===== src/rtl/uart_rx_ext.sv =====
// UART receiver with optional parity, 1/2 stop bits and a valid/ready output holding register.
// Define UART_RX_MAJORITY_EN for 2-of-3 majority sampling around each sample point.
module uart_rx_ext #(
  parameter int unsigned DBIT = 8,
  parameter int unsigned OVS  = 16,
  parameter int unsigned SB   = 1
) (
  input  logic            clk,
  input  logic            reset_n,
  input  logic            rx,
  input  logic            s_tick,
  input  logic [1:0]      par_mode,
  output logic [DBIT-1:0] dout,
  output logic            out_valid,
  input  logic            out_ready,
  output logic            rx_done_tick,
  output logic            parity_err,
  output logic            frame_err,
  output logic            overrun
);

  localparam int unsigned SW = $clog2(OVS);
  localparam int unsigned NW = $clog2(DBIT);
  localparam logic [SW-1:0] S_END = SW'(OVS - 1);
`ifdef UART_RX_MAJORITY_EN
  // Start decision moves one tick later so its 3-tick window straddles mid-bit.
  localparam logic [SW-1:0] S_START = SW'(OVS / 2);
`else
  localparam logic [SW-1:0] S_START = SW'(OVS / 2 - 1);
`endif

  typedef enum logic [2:0] {IDLE, START, DATA, PARITY, STOP} state_t;

  state_t          state_q, state_n;
  logic [SW-1:0]   s_q, s_n;
  logic [NW-1:0]   n_q, n_n;
  logic [DBIT-1:0] b_q, b_n;
  logic [1:0]      pm_q, pm_n;
  logic            perr_q, perr_n;
  logic            ferr_q, ferr_n;
  logic            rx_q1, rx_s;
  logic            samp_c;
  logic            done_c;

  // Two-flop synchronizer; idles high so reset never looks like a start bit.
  always_ff @(posedge clk) begin
    if (!reset_n) begin
      rx_q1 <= 1'b1;
      rx_s  <= 1'b1;
    end else begin
      rx_q1 <= rx;
      rx_s  <= rx_q1;
    end
  end

`ifdef UART_RX_MAJORITY_EN
  logic [1:0] hist_q;

  // Last two s_tick samples; majority with the current sample rejects one-tick glitches.
  always_ff @(posedge clk) begin
    if (!reset_n) begin
      hist_q <= 2'b11;
    end else if (s_tick) begin
      hist_q <= {hist_q[0], rx_s};
    end
  end

  assign samp_c = (hist_q[1] & hist_q[0]) | (hist_q[1] & rx_s) | (hist_q[0] & rx_s);
`else
  assign samp_c = rx_s;
`endif

  // FSM state and frame datapath registers.
  always_ff @(posedge clk) begin
    if (!reset_n) begin
      state_q <= IDLE;
      s_q     <= '0;
      n_q     <= '0;
      b_q     <= '0;
      pm_q    <= 2'b00;
      perr_q  <= 1'b0;
      ferr_q  <= 1'b0;
    end else begin
      state_q <= state_n;
      s_q     <= s_n;
      n_q     <= n_n;
      b_q     <= b_n;
      pm_q    <= pm_n;
      perr_q  <= perr_n;
      ferr_q  <= ferr_n;
    end
  end

  always_comb begin
    state_n = state_q;
    s_n     = s_q;
    n_n     = n_q;
    b_n     = b_q;
    pm_n    = pm_q;
    perr_n  = perr_q;
    ferr_n  = ferr_q;
    done_c  = 1'b0;
    unique case (state_q)
      IDLE: begin
        if (!rx_s) begin
          state_n = START;
          s_n     = '0;
          n_n     = '0;
          pm_n    = par_mode;
          perr_n  = 1'b0;
          ferr_n  = 1'b0;
        end
      end
      START: begin
        if (s_tick) begin
          if (s_q == S_START) begin
            s_n = '0;
            n_n = '0;
            state_n = samp_c ? IDLE : DATA;
          end else begin
            s_n = s_q + SW'(1);
          end
        end
      end
      DATA: begin
        if (s_tick) begin
          if (s_q == S_END) begin
            s_n = '0;
            b_n = {samp_c, b_q[DBIT-1:1]};
            if (n_q == NW'(DBIT - 1)) begin
              n_n     = '0;
              state_n = (pm_q == 2'b01 || pm_q == 2'b10) ? PARITY : STOP;
            end else begin
              n_n = n_q + NW'(1);
            end
          end else begin
            s_n = s_q + SW'(1);
          end
        end
      end
      PARITY: begin
        if (s_tick) begin
          if (s_q == S_END) begin
            s_n     = '0;
            n_n     = '0;
            // Even mode flags an odd total; odd mode flags an even total.
            perr_n  = (^b_q) ^ samp_c ^ (pm_q == 2'b10);
            state_n = STOP;
          end else begin
            s_n = s_q + SW'(1);
          end
        end
      end
      STOP: begin
        if (s_tick) begin
          if (s_q == S_END) begin
            s_n    = '0;
            ferr_n = ferr_q | ~samp_c;
            if (n_q == NW'(SB - 1)) begin
              n_n     = '0;
              state_n = IDLE;
              done_c  = 1'b1;
            end else begin
              n_n = n_q + NW'(1);
            end
          end else begin
            s_n = s_q + SW'(1);
          end
        end
      end
      default: state_n = IDLE;
    endcase
  end

  // Output holding register with valid/ready handshake; a full register drops the new frame.
  always_ff @(posedge clk) begin
    if (!reset_n) begin
      dout         <= '0;
      out_valid    <= 1'b0;
      rx_done_tick <= 1'b0;
      parity_err   <= 1'b0;
      frame_err    <= 1'b0;
      overrun      <= 1'b0;
    end else begin
      rx_done_tick <= done_c;
      overrun      <= 1'b0;
      if (done_c) begin
        if (!out_valid || out_ready) begin
          dout       <= b_q;
          parity_err <= perr_q;
          frame_err  <= ferr_n;
          out_valid  <= 1'b1;
        end else begin
          overrun <= 1'b1;
        end
      end else if (out_valid && out_ready) begin
        out_valid <= 1'b0;
      end
    end
  end

endmodule


===== config.mk =====
export PLATFORM = sky130hd
export DESIGN_NAME = uart_rx_ext
export DESIGN_NICKNAME = d
export VERILOG_FILES = /design/src/rtl/uart_rx_ext.sv
export SDC_FILE = /design/constraint.sdc
export NUM_CORES = 1
export LEC_CHECK = 0
export BUFFER_PORTS_ARGS = -buffer_cell sky130_fd_sc_hd__buf_2
export CORE_MARGIN = 3
export CORE_UTILIZATION = 40
export CTS_BUF_LIST = sky130_fd_sc_hd__clkbuf_8
export DETAILED_ROUTE_END_ITERATION = 10
export PLACE_DENSITY = 0.55
export SYNTH_ARGS = -nofsm -noshare
export SYNTH_HDL_FRONTEND = slang
export SYNTH_SLANG_ARGS = --single-unit

===== constraint.sdc =====
create_clock -name clk -period 2.8 [get_ports clk]
set_input_delay 0.7 -clock clk [delete_from_list [all_inputs] [get_ports clk]]
set_output_delay 0.7 -clock clk [all_outputs]
set_load 0.02 [all_outputs]

==> reports/metrics.cfg, run 1 <==
[cts]
cts_root_buf = clkbuf_8
clock_sinks = 37
cts_setup_buffers = 0
clock_path_buffers = 2
cts.clk_slew.worst_paths_ps = 70
cts_hold_buf = 0
cts_inserted_buffers = 5
post_cts_resized = 0
cts_tree = yes
insertion_delay_ps = 290
htreeDepth = 2

[timing]
relSlewSlack_pct = 53.7
fin_crit_sh_pct = 71.5
hold_violations = 0
layout_setup_ws_ps = 797
tns_ps = 0
min_period_ps = 2000
drv_slew = 0
skew_ps = 9.17
rsz0062_at_grt = no
worst_slew_pin_slew_ps = 689
fmax_ghz = 0.499
setup_violations = 0

[detailed_routing]
wl_met1_um = 1780
viasPerCell = 5.25
first_iter_violations = 70
drc = 0
dr.pass1.iters = 4
highest_layer = met4
wirelength_um = 3600
vias = 1439
wl_met3_um = 207
routedWlPerCell_um = 13.1
wl_met2_um = 1570
ant_nets = 0

[pwr]
irDropWorstVdd_mv = 0.487
seqPwrFrac_pct = 49.6
power_switching_mw = 0.241
pwr-share-clk_pct = 43.7
p_per_area_nw_per_um2 = 542
intPower_mw = 0.852
p_leak_nw = 0.862
pwr-share-comb_pct = 6.7
finalPower_mw = 1.09
sw_frac_of_total_pct = 22.1

[setup_path]
crit_path_cell_trace = or2_2, nand3b_2, a211oi_1, mux2i_1, nor2_1
cp.depth = 5
end_kind = flip-flop
slowest_delay_ps = 660
critPathBufInv = 0
cp.arrival_ps = 2180
path_delay_family = flip-flops
critPathRequiredTime_ps = 2980
reg2reg_depth = 5
worstSetupPathType = reg -> reg
startpoint_type = flip-flop
reg2reg_setup_slack_ps = 800
crit_fanout = 17
slowest_stage = dfxtp_1

[floorplan]
chipHeight_um = 72.6
core_um2 = 4140
dieArea_um2 = 5270
die_w_um = 72.6
row_count = 23
floorplan.initialDensity_pct = 42.8
ios = 20

[job]
drv_cap = 0

[global_route]
antenna_found_initial = 0
grt_pass1_wl_um = 6420
track_usage_pct = 15.4
grt_overflow = 0
grt_max_degree = 22
first_global_vias = 1378

[final_layout]
design_area_um2 = 2010
drive_above_1_share_pct = 14.7
final_common_cell = dfxtp_1
seqCellArea_um2 = 741
fillers = 419
insertedDiodeCount = 0
fin_util_pct = 48.6
area_delta_synth_final_pct = 13.5
multi_input_area_um2 = 955
nNetsFinal = 235
layout_common_cells = dfxtp_1 (37), nor2_1 (22), nand2_1 (20), buf_2 (19), a21oi_1 (17)

[synth]
synth_edf_count = 0
avgSynthCellArea_um2 = 8.62
syn_area_um2 = 1780
ys_ff_latch = 37
ys.flop_type = dfxtp_1
synth.distinct_cells = 36
synth_warnings = 0
ys_async_sr_fraction_pct = 0
yosysSeqAreaShare_pct = 41.7
synthCells = 206
synth_nets = 218

[place]
place_area_um2 = 1890
place.gp.congestion = 0.757
dp_hpwl_um = 2600
pre_cts_slack_ps = 615
port_buffers = 19

[hold_path]
hp-class = reg -> reg
holdPathStages = 1

[status]
run_status = finished, final reports clean

## kinds of logic (layout without fill, tap and decap cells)
| group | after synthesis | count (layout) | share of synthesized area [%] |
|---|---|---|---|
| AO/OA/AOI/OAI | 34 | 34 | 11.9 |
| buffers and inverters | 17 | 35 | 4.51 |
| XOR/XNOR | 10 | 10 | 4.93 |
| flip-flops | 37 | 37 | 41.7 |
| multiplexers | 16 | 16 | 9.02 |
| adder cells (fa/ha/maj) | 5 | 5 | 3.52 |
| AND/OR/NAND/NOR | 87 | 87 | 24.4 |
## synthesized netlist by cell type, types with 4 or more instances
| master | count | area share, % |
|---|---|---|
| a21oi_1 | 17 | 4.8 |
| and3_1 | 4 | 1.4 |
| buf_2 | 4 | 1.1 |
| clkbuf_1 | 5 | 1.1 |
| dfxtp_1 | 37 | 42 |
| ha_1 | 5 | 3.5 |
| inv_1 | 5 | 1.1 |
| mux2i_1 | 16 | 9.0 |
| nand2_1 | 20 | 4.2 |
| nand2b_1 | 6 | 2.1 |
| nand3_1 | 12 | 3.4 |
| nor2_1 | 22 | 4.7 |
| nor3_1 | 6 | 1.7 |
| o21a_1 | 4 | 1.7 |
| xnor2_1 | 10 | 4.9 |
## stage by stage
step | hold WS, ps | cells
global placement | 396 | 266
CTS | 412 | 274
global route | 438 | 274
finish | 409 | 274
detailed placement | 395 | 266
floorplan | 386 | 206
## layout make-up
cell class	instances	share of cell area (%)
clock inverter	2	1.86
multi-input combinational	152	47.4
sequential	37	36.8
inverter	5	0.932
tap	50	3.11
clock buffer	6	4.10
timing repair buffer	22	5.84
## sequential cells by signal (all words and copies together), names as in the netlist
register	count
b_q	8
dout	8
ferr_q	1
frame_err	1
n_q	3
out_valid	1
overrun	1
parity_err	1
perr_q	1
pm_q	2
rx_done_tick	1
rx_q1	1
rx_s	1
s_q	4
state_q	3
## metal layers
layer  GRT usage, %  vias to the layer above
met5              0                        -
met3           4.13                        4
met4           4.92                        0
met1           22.4                      661
met2           21.9                       34
li1               -                      740
## worst register-to-register path: stages (launching register included)
cell,delay [ps]
dfxtp_1,660
or2_2,260
nand3b_2,100
a211oi_1,580
mux2i_1,260
nor2_1,50
## final timing paths
| path | from | endpoint |
|---|---|---|
| worst min-delay path | rx_q1$_SDFF_PN1_ | rx_s$_SDFF_PN1_ |
| worst max register to register | state_q[0]$_SDFFE_PN0P_ | n_q[0]$_SDFFE_PN0P_ |
| worst max-delay path | state_q[0]$_SDFFE_PN0P_ | n_q[0]$_SDFFE_PN0P_ |
| worst min register to register | rx_q1$_SDFF_PN1_ | rx_s$_SDFF_PN1_ |
## power groups by stage
stage / logic (mW) / clock network, mW / registers [mW]
after floorplan: 0.0696 / 0 / 0.545
after global placement: 0.0729 / 0 / 0.554
after detailed placement: 0.0736 / 0 / 0.554
after CTS: 0.0742 / 0.494 / 0.542
after global routing: 0.0844 / 0.514 / 0.543
final: 0.0735 / 0.478 / 0.542
(Power assumes the default switching activity.)
==> run 2, diff against run 1 <==
clock period = 1.92 ns   (was 2.8 ns; I/O delays follow)
==> reports/metrics.cfg, run 2 (synthesized netlist as in run 1, its figures left out) <==
[setup_path]
startpoint_type = flip-flop
slowest_delay_ps = 550  ; -110 ps
worstSetupPathType = reg -> reg
end_kind = flip-flop
critPathRequiredTime_ps = 2130  ; -850 ps
crit_path_cell_trace = or2_2, nand3b_2, and2_1, or4_1, a31oi_1
crit_fanout = 12  ; -5
cp.depth = 5  ; unchanged
critPathBufInv = 0  ; unchanged
slowest_stage = dfxtp_1
reg2reg_depth = 5  ; unchanged
cp.arrival_ps = 2030  ; -150 ps
path_delay_family = simple AND/OR/NAND/NOR gates

[global_route]
grt_max_degree = 15  ; -32%
grt_pass1_wl_um = 6420  ; unchanged
grt_overflow = 0  ; unchanged
first_global_vias = 1355  ; -1.7%
antenna_found_initial = 0  ; unchanged
track_usage_pct = 15.5  ; +0.062 points

[timing]
hold_violations = 0  ; unchanged
worst_slew_pin_slew_ps = 452  ; -237 ps
fmax_ghz = 0.548  ; +9.8%
drv_slew = 0  ; unchanged
setup_violations = 0  ; unchanged
relSlewSlack_pct = 69.7  ; +16 points
skew_ps = 11.5  ; +2.36 ps
fin_crit_sh_pct = 95.0  ; +23 points
min_period_ps = 1820  ; -179 ps
rsz0062_at_grt = no
tns_ps = 0  ; unchanged

[detailed_routing]
vias = 1493  ; +3.8%
ant_nets = 0  ; unchanged
dr.pass1.iters = 4  ; unchanged
routedWlPerCell_um = 13.2  ; +0.83%
drc = 0  ; unchanged
wirelength_um = 3750  ; +4.1%
viasPerCell = 5.28  ; +0.45%
first_iter_violations = 47  ; -33%

[final_layout]
fillers = 419  ; unchanged
fin_util_pct = 50.2  ; +1.6 points
multi_input_area_um2 = 960  ; +0.52%
drive_above_1_share_pct = 19.3  ; +4.6 points
layout_common_cells = dfxtp_1 (36), nor2_1 (21), nand2_1 (20), buf_2 (19), a21oi_1 (17)
final_common_cell = dfxtp_1
area_delta_synth_final_pct = 17.2
top_regs = b_q x8, dout x8, s_q x4
nNetsFinal = 244  ; +3.8%
seqCellArea_um2 = 742  ; +0.17%
insertedDiodeCount = 0  ; unchanged

[hold_path]
hp-class = in -> reg
holdPathStages = 2  ; +1

[floorplan]
floorplan.initialDensity_pct = 42.8  ; unchanged
row_count = 23  ; unchanged
ios = 20  ; unchanged
chipHeight_um = 72.6  ; unchanged
dieArea_um2 = 5270  ; unchanged
core_um2 = 4140  ; unchanged
die_w_um = 72.6  ; unchanged

[cts]
insertion_delay_ps = 290  ; about the same
clock_sinks = 37  ; unchanged
cts.clk_slew.worst_paths_ps = 80  ; about the same
cts_tree = yes
htreeDepth = 2  ; unchanged
cts_root_buf = clkbuf_8
cts_hold_buf = 0  ; unchanged
cts_inserted_buffers = 5  ; unchanged
clock_path_buffers = 2  ; unchanged

[pwr]
p_leak_nw = 0.904  ; +4.9%
irDropWorstVdd_mv = 0.280  ; -43%
p_per_area_nw_per_um2 = 769  ; +42%

[status]
run_status = finished, final reports clean

[job]
drv_cap = 0  ; unchanged

[place]
port_buffers = 19  ; unchanged
dp_hpwl_um = 2720  ; +4.6%
place.gp.congestion = 0.788  ; +4.0%

run 2: cell types whose count changed in the layout (fill, tap and decap cells not counted), sizes merged:
cell	change
buf	+9
clkinv	+1
inv	+1
clkinvlp	-1
clkbuf	-1
run 2: per-stage QoR:
stage | instance area (um^2) | power (mW) | hold WS, ps | std cells | setup WS (ps)
after global routing | 2080 | 1.67 | 376 | 283 | 3.72
after CTS | 2070 | 1.61 | 362 | 282 | 24.7
after floorplan | 1780 | 0.896 | 386 | 206 | 248
after global placement | 1950 | 0.931 | 392 | 274 | 119
after detailed placement | 1950 | 0.933 | 397 | 274 | 66.9
final | 2080 | 1.60 | 365 | 283 | 96.1
run 2: layout make-up:
cell class	instances	share of cell area (%)
inverter	5	0.902
clock inverter	3	2.10
clock buffer	5	3.31
multi-input combinational	152	46.1
sequential	37	35.7
timing repair buffer	31	8.90
tap	50	3.01
run 2: power breakdown:
part	switching, mW	internal, mW	leakage, nW
sequential	0.0126	0.774	0.299
combinational	0.0725	0.0620	0.546
clock	0.290	0.389	0.0585
run 2: worst paths after layout:
check	to	from	slack, ps
worst min-delay path	rx_q1$_SDFF_PN1_	rx	360
worst max register to register	s_q[3]$_SDFFE_PN0P_	state_q[1]$_SDFFE_PN0P_	100
worst min register to register	rx_s$_SDFF_PN1_	rx_q1$_SDFF_PN1_	410
worst max-delay path	s_q[3]$_SDFFE_PN0P_	state_q[1]$_SDFFE_PN0P_	100
run 2: repair_timing:
action | 4_1_cts | 5_1_grt
resized for setup | 0 | 4
buffers inserted | 0 | 1
setup endpoints to repair | 0 | 9
run 2: metal layers:
layer	vias to the layer above	GRT usage [%]	share of wire, %
met3	7	4.13	3.7
met5	-	0	0
met4	0	4.30	1.3
met1	701	21.8	51
li1	764	-	-
met2	21	23.2	44
==> run 3, diff against run 2 <==
RECOVER_POWER = 50   (was default)
==> reports/metrics.cfg, run 3 (synthesized netlist as in run 1, its figures left out) <==
[setup_path]
end_kind = flip-flop
cp.depth = 5  ; unchanged
crit_path_cell_trace = or2_2, nand3b_2, and2_1, or4_1, a31oi_1
critPathBufInv = 0  ; unchanged
cp.arrival_ps = 2030  ; about the same
reg2reg_from = state_q[1]$_SDFFE_PN0P_
startpoint_type = flip-flop
reg2reg_depth = 5  ; unchanged
worstSetupPathType = reg -> reg
critPathRequiredTime_ps = 2130  ; about the same
reg2reg_to = s_q[3]$_SDFFE_PN0P_
path_delay_family = simple AND/OR/NAND/NOR gates
reg2reg_setup_slack_ps = 100  ; about the same
crit_fanout = 12  ; unchanged
slowest_delay_ps = 550  ; about the same
slowest_stage = dfxtp_1

[floorplan]
dieArea_um2 = 5270  ; unchanged
core_um2 = 4140  ; unchanged
die_w_um = 72.6  ; unchanged
row_count = 23  ; unchanged
floorplan.initialDensity_pct = 42.8  ; unchanged
ios = 20  ; unchanged
chipHeight_um = 72.6  ; unchanged

[detailed_routing]
wirelength_um = 3760  ; +0.40%
first_iter_violations = 51  ; +8.5%
viasPerCell = 5.30  ; +0.47%
vias = 1500  ; +0.47%
drc = 0  ; unchanged
dr.pass1.iters = 6  ; +2
routedWlPerCell_um = 13.3  ; +0.40%
ant_nets = 0  ; unchanged

[place]
dp_hpwl_um = 2720  ; unchanged
place.gp.congestion = 0.788  ; unchanged
port_buffers = 19  ; unchanged
place_area_um2 = 1950  ; unchanged
placed_cells = 274  ; unchanged

[pwr]
p_per_area_nw_per_um2 = 778  ; +1.2%
p_leak_nw = 0.837  ; -7.4%
irDropWorstVdd_mv = 0.279  ; -0.25%

[global_route]
track_usage_pct = 15.5  ; unchanged
first_global_vias = 1355  ; unchanged
antenna_found_initial = 0  ; unchanged
grt_overflow = 0  ; unchanged
grt_pass1_wl_um = 6420  ; unchanged
grt_max_degree = 15  ; unchanged

[final_layout]
area_delta_synth_final_pct = 15.7
drive_above_1_share_pct = 12.9  ; -6.4 points
final_cells = 283  ; unchanged
insertedDiodeCount = 0  ; unchanged
top_regs = b_q x8, dout x8, s_q x4
design_area_um2 = 2050  ; -1.3%
layout_common_cells = dfxtp_1 (36), nor2_1 (21), nand2_1 (20), a21oi_1 (17), mux2i_1 (16)
fin_util_pct = 49.6  ; -0.63 points
nNetsFinal = 244  ; unchanged
final_common_cell = dfxtp_1

[timing]
timing.hold.ws_ps = 364  ; -0.192 ps
drv_slew = 0  ; unchanged
min_period_ps = 1820  ; +0.193 ps
rsz0062_at_grt = no
hold_violations = 0  ; unchanged
fmax_ghz = 0.548  ; about the same
tns_ps = 0  ; unchanged
relSlewSlack_pct = 58.7  ; -11 points
fin_crit_sh_pct = 95.0  ; about the same
setup_violations = 0  ; unchanged
skew_ps = 11.6  ; +0.0897 ps
worst_slew_pin_slew_ps = 619  ; +167 ps

[cts]
cts_tree = yes
cts_root_buf = clkbuf_8
htreeDepth = 2  ; unchanged
clock_path_buffers = 2  ; unchanged
insertion_delay_ps = 290  ; about the same
cts_inserted_buffers = 5  ; unchanged
clock_sinks = 37  ; unchanged
cts.clk_slew.worst_paths_ps = 80  ; about the same

[job]
drv_cap = 0  ; unchanged

[hold_path]
hp-start = rx
hp-class = in -> reg
holdPathStages = 2  ; unchanged
min_to = rx_q1$_SDFF_PN1_

[status]
run_status = finished, final reports clean

run 3: how the worst max path moves through the flow:
stage / start / to / slack [ps]
final: state_q[1]$_SDFFE_PN0P_ / s_q[3]$_SDFFE_PN0P_ / 100
after global routing: state_q[1]$_SDFFE_PN0P_ / s_q[3]$_SDFFE_PN0P_ / 2
after CTS: s_q[0]$_SDFFE_PN0P_ / s_q[3]$_SDFFE_PN0P_ / 20
after detailed placement: s_q[0]$_SDFFE_PN0P_ / s_q[3]$_SDFFE_PN0P_ / 70
after global placement: s_q[0]$_SDFFE_PN0P_ / s_q[3]$_SDFFE_PN0P_ / 120
after floorplan: s_q[0]$_SDFFE_PN0P_ / s_q[3]$_SDFFE_PN0P_ / 250
run 3: stage by stage:
step                      power [mW]  worst slack [ps]
final                           1.60              95.9
after global routing            1.67              1.70
after CTS                       1.61              24.7
after detailed placement       0.933              66.9
after global placement         0.931               119
after floorplan                0.896               248
run 3: timing repair:
item                       in CTS  in global routing
hold buffers                    0                  0
setup endpoints to repair       0                  9
resized for setup               0                  4
setup buffers                   0                  1
run 3: power by group:
group          leakage [nW]  internal (mW)  switching (mW)
clock network        0.0585          0.389           0.291
logic                 0.479         0.0601          0.0725
registers             0.299          0.774          0.0124
total                 0.837           1.22           0.376
run 3: metal layers:
layer	routed length, um	track usage (%)	vias up	part of all wire, %
met4	47	4.30	0	1.2
li1	-	-	766	-
met5	0	0	-	0
met1	1920	21.8	704	51
met2	1650	23.2	24	44
met3	147	4.13	6	3.9
run 3: final cells by class:
class	instances	area, um^2
Timing Repair Buffer	31	159
Clock inverter	3	43.8
Fill cell	427	2090
Multi-Input combinational cell	152	960
Tap cell	50	62.6
Clock buffer	5	68.8
Sequential cell	37	742
Inverter	5	18.8
